File: src/rtl/fetch_stage.sv
// Instruction fetch: PC, prefetch queue over a 1-cycle synchronous imem, and
// one-word-per-toggle delivery to the issuer with branch redirect/flush.
// state   | meaning
// IDLE    | no request since reset
// WAIT    | request pending, queue and response empty
// PRESENT | word held on dataOut (readyOut rises after one setup cycle)
module fetch_stage #(
    parameter logic [31:0] RESET_VECTOR = 32'h0000_0000,
    parameter int          QDEPTH       = 2
) (
    input  logic        clk,
    input  logic        reset,
    input  logic        triggerIn,
    output logic        readyOut,
    output logic [31:0] dataOut,
    output logic        imem_en,
    output logic [31:0] imem_addr,
    input  logic [31:0] imem_rdata,
    input  logic        redirect,
    input  logic [31:0] redirect_pc
);
    localparam int PW = $clog2(QDEPTH);
    localparam int CW = PW + 1;
    localparam logic [31:0] RESET_PC = RESET_VECTOR & ~32'h3;

    typedef enum logic [1:0] {S_IDLE, S_WAIT, S_PRESENT} state_e;

    state_e        state_q, state_d;
    logic          trig_meta_q, trig_s_q, trig_prev_q;
    logic [31:0]   pc_q, pc_d;
    logic [31:0]   queue_q [QDEPTH];
    logic [31:0]   queue_d [QDEPTH];
    logic [PW-1:0] head_q, head_d, tail_q, tail_d;
    logic [CW-1:0] count_q, count_d;
    logic          inflight_q, kill_q;
    logic          ready_q, ready_d;
    logic [31:0]   data_q, data_d;

    logic          req, resp_valid, avail, want, pop, pop_entry, push, issue;
    logic [31:0]   head_word;

    always_comb begin
        req        = trig_s_q != trig_prev_q;
        resp_valid = inflight_q && !kill_q;
        // A redirect flushes everything, so nothing may be popped in that cycle.
        avail      = !redirect && ((count_q != '0) || resp_valid);
        head_word  = (count_q != '0) ? queue_q[head_q] : imem_rdata;
        want       = req || (state_q == S_WAIT);
        pop        = want && avail;
        pop_entry  = pop && (count_q != '0);
        push       = resp_valid && !redirect && !(pop && (count_q == '0));
        issue      = !redirect &&
                     (({1'b0, count_q} + {{CW{1'b0}}, inflight_q}) < (CW+1)'(QDEPTH));
        imem_en    = issue && !reset;
        imem_addr  = pc_q;
        readyOut   = ready_q;
        dataOut    = data_q;
    end

    always_comb begin
        state_d = state_q;
        ready_d = ready_q;
        data_d  = data_q;
        if (want) begin
            ready_d = 1'b0;
            if (pop) begin
                data_d  = head_word;
                state_d = S_PRESENT;
            end else begin
                state_d = S_WAIT;
            end
        end else if (state_q == S_PRESENT) begin
            ready_d = 1'b1;
        end
    end

    always_comb begin
        queue_d = queue_q;
        head_d  = head_q;
        tail_d  = tail_q;
        count_d = count_q;
        pc_d    = pc_q;
        if (redirect) begin
            head_d  = '0;
            tail_d  = '0;
            count_d = '0;
            pc_d    = redirect_pc & ~32'h3;
        end else begin
            if (push) begin
                queue_d[tail_q] = imem_rdata;
                tail_d          = tail_q + PW'(1);
            end
            if (pop_entry) head_d = head_q + PW'(1);
            count_d = count_q + CW'(push) - CW'(pop_entry);
            if (issue) pc_d = pc_q + 32'd4;
        end
    end

    always_ff @(posedge clk) begin
        if (reset) begin
            trig_meta_q <= triggerIn;
            trig_s_q    <= triggerIn;
            trig_prev_q <= triggerIn;
            state_q     <= S_IDLE;
            pc_q        <= RESET_PC;
            head_q      <= '0;
            tail_q      <= '0;
            count_q     <= '0;
            inflight_q  <= 1'b0;
            kill_q      <= 1'b0;
            ready_q     <= 1'b0;
            data_q      <= '0;
        end else begin
            trig_meta_q <= triggerIn;
            trig_s_q    <= trig_meta_q;
            trig_prev_q <= trig_s_q;
            state_q     <= state_d;
            pc_q        <= pc_d;
            head_q      <= head_d;
            tail_q      <= tail_d;
            count_q     <= count_d;
            inflight_q  <= issue;
            kill_q      <= redirect;
            ready_q     <= ready_d;
            data_q      <= data_d;
        end
    end

    always_ff @(posedge clk) begin
        queue_q <= queue_d;
    end
endmodule

File: config.mk
export PLATFORM = sky130hd
export DESIGN_NAME = fetch_stage
export DESIGN_NICKNAME = d
export VERILOG_FILES = /design/src/rtl/fetch_stage.sv
export SDC_FILE = /design/constraint.sdc
export NUM_CORES = 1
export LEC_CHECK = 0
export ABC_AREA = 1
export CORE_ASPECT_RATIO = 0.9
export CORE_MARGIN = 2
export CORE_UTILIZATION = 55
export DETAILED_ROUTE_END_ITERATION = 10
export GPL_TIMING_DRIVEN = 0
export HOLD_SLACK_MARGIN = 0.02
export PLACE_DENSITY = 0.84
export SLEW_MARGIN = 40
export SYNTH_ARGS = -nofsm -noshare
export SYNTH_HDL_FRONTEND = slang
export SYNTH_SLANG_ARGS = --single-unit
File: constraint.sdc
create_clock -name clk -period 5.7 [get_ports clk]
set_input_delay 1.14 -clock clk [delete_from_list [all_inputs] [get_ports clk]]
set_output_delay 1.14 -clock clk [all_outputs]
set_load 0.01 [all_outputs]
==> metrics <==
Post-CTS Setup Bufs 0; Tot GR Track Use 28.5%; post-cts repair resize count 0; Inserted Clock Buffers 17; Ys Warns 0; element type at the critical path end output pin; Clk pwr share 45.6%; Post-Syn Area per Cell 8.07 sq um; Post-Place Cell Area 7920 sq um; Hold WC Path Type flip-flop to flip-flop; pin count of the biggest net entering global routing 33; clock-pin slew on the worst setup and hold paths around 0.06 ns; initial antenna violation count 0; commonest non-fill, non-tap cell in the layout nand2_1; Buffers on Ports roughly 130; Die Footprint 12,500 sq um; setup_tns 0 ns; routability cong. 1.02; total wire length around 18,000 um; die width roughly 120 um; hold path start trig_meta_q; number of flops mapped to enable cells by yosys 64; Synth Register Bits about 140; WHS Path Cells 2; Initial Utilization between 50 and 60%; Chip Height approximately 110 um; Slew @ Worst Pin 0.739 ns; CP Buf/Inv Count 4; vias in the first global route roughly 5,800; first-pass GRT wire length 28,100 um; min Tclk post-route roughly 4.3 ns; Synth top area share between 20% and 30%; Post-synth top flop dfxtp_1; final clock skew 0.0116 ns; routed len/inst 15.8 um; worst r2r src trig_s_q; H-tree depth 4; Slew Viols, Final 0; Critical Path Max Stage Delay just under 0.6 ns; # clock sinks between 100 and 150; Final ANT Viol Nets 0; I/O pins 134; reg-to-reg endpoint count_q[1]; fmax 234 MHz; Pre-antenna DRT Iters 6; crit path launch type primary input; ys async rst share 0%; DRC viols 0; synth top area cells edfxtp_1 (30%), dfxtp_1 (23%), nand2_1 (14%); Worst path top cell family by delay buffers and inverters; slowest CP cell clkdlybuf4s50_1; grt ovf 0; Seq pwr share 44.7%; Max Root-Sink Buffers 2; Root Buffer clkbuf_16; DP Wirelength between 10,000 and 15,000 um; Syn-to-layout area delta 33.0%; unique cell type count in the Yosys netlist 38; WHS Endpoint trig_s_q; Final period util 75.0%; DR vias 6,076; pwr dens 288 nW/um^2; ordered cell list for the critical path clkdlybuf4s50_1 > clkbuf_1 > nor2_1 > inv_1 > nor2_1 > clkdlybuf4s50_1; peak supply drop roughly 0.23 mV; Leakage Power around 3.2 nW; worst-path fanout max 10; CTS tree done; RSZ-0062 raised after global routing no; status finished, final reports clean; sw frac 23.4%; Synth Cell Area 6410 sq um; reg-to-reg setup timing slack 3.21 ns; Rows 37; most frequent cells in the layout nand2_1 (231), nor2_1 (140), clkdlybuf4s50_1 (128); Ant. Diodes 0; Post-Layout Inst Area 8520 sq um; CORE AREA about 11,000 sq um; sequential element share of the synthesized area 53.1%; Setup Viol. Count Final 0; CP Data Arrival Time 3.14 ns; max_slew headroom about half; critical path required time 4.56 ns; Final Hold Vio Count 0; WS Path Type primary input to output pin; clk_lat worst skew 0.42 ns; Vias/cell 5.46; DR iter-0 viols 645; share of cells above drive strength 1 8.37%; combinational power share 9.7%; Yosys top cell by area edfxtp_1; Psw 0.000574 W; internal power 0.00188 W; Mapped Cells 794; Final nets 1,014; worst reg2reg path depth 13; Hold Slack 0.419 ns; MaxCap Viol Count 0; CTS hold repair buffers 0
logic make-up after synthesis:
group                    Yosys count  share of synthesized area [%]
AO/OA/AOI/OAI                    109                           10.5
XOR/XNOR                           2                          0.273
adder cells (fa/ha/maj)            3                          0.586
buffers and inverters             87                           6.50
flip-flops                       138                           53.1
other                              1                         0.0585
AND/OR/NAND/NOR                  454                           28.9
layer usage:
metal	share of wire, %	vias up	GRT usage, %
met2	47	304	45.6
li1	-	2923	-
met1	42	2801	37.5
met5	0	-	0
met4	2.6	0	13.0
met3	8.6	48	6.06
power by group through the flow:
stage | clock network (W) | registers [W] | logic (W)
2_1_floorplan | 0 | 0.00112 | 0.0000995
3_3_place_gp | 0 | 0.00112 | 0.000228
4_1_cts | 0.00113 | 0.00110 | 0.000237
5_1_grt | 0.00117 | 0.00110 | 0.000259
6_report | 0.00112 | 0.00110 | 0.000238
3_5_place_dp | 0 | 0.00112 | 0.000235
tightest hold or removal path: stages (launching register included):
cell and delay (ns):
dfxtp_1 0.30, nand2_1 0.05, nand2_1 0.04
synthesized netlist by cell type (7+ instances only):
cell,number
nand3_1,48
o211ai_1,7
nand2_1,231
nor2_1,141
buf_6,7
o31ai_1,31
dfxtp_1,74
clkbuf_1,14
a31oi_1,7
buf_2,17
edfxtp_1,64
nor3_1,12
a21oi_1,53
inv_1,40
through the flow:
step           power [W]  setup slack, ns  instances  utilization [%]
6_report         0.00246             1.42       1112             74.9
3_5_place_dp     0.00135             1.46       1080             69.6
2_1_floorplan    0.00122             2.33        795                -
5_1_grt          0.00253             1.29       1112             74.9
3_3_place_gp     0.00135            0.778       1079             69.3
4_1_cts          0.00246             1.44       1112             74.9
final cells by class:
cell class / instances / area (sq um)
Clock inverter: 13 / 169
Sequential cell: 138 / 3400
Buffer: 42 / 243
Clock buffer: 19 / 433
Inverter: 45 / 174
Tap cell: 156 / 195
Timing Repair Buffer: 129 / 1310
Multi-Input combinational cell: 570 / 2600
Fill cell: 839 / 2860
sequential cells by signal, indices dropped and copies added (netlist names), 2 cells and up:
| register | flops |
|---|---|
| count_q | 2 |
| state_q | 2 |
| dataOut | 32 |
| queue_q | 64 |
| imem_addr | 30 |
how the worst max path moves through the flow:
stage                   from     endpoint  slack, ns  cells past startpoint
finish              redirect      imem_en       1.42                      6
global route        redirect      imem_en       1.29                      6
CTS                 redirect      imem_en       1.44                      6
detailed placement  redirect      imem_en       1.46                      6
global placement    redirect  queue_q[48]       0.78                      5
floorplan           redirect  queue_q[32]       2.33                      7
(Power assumes the default switching activity.)
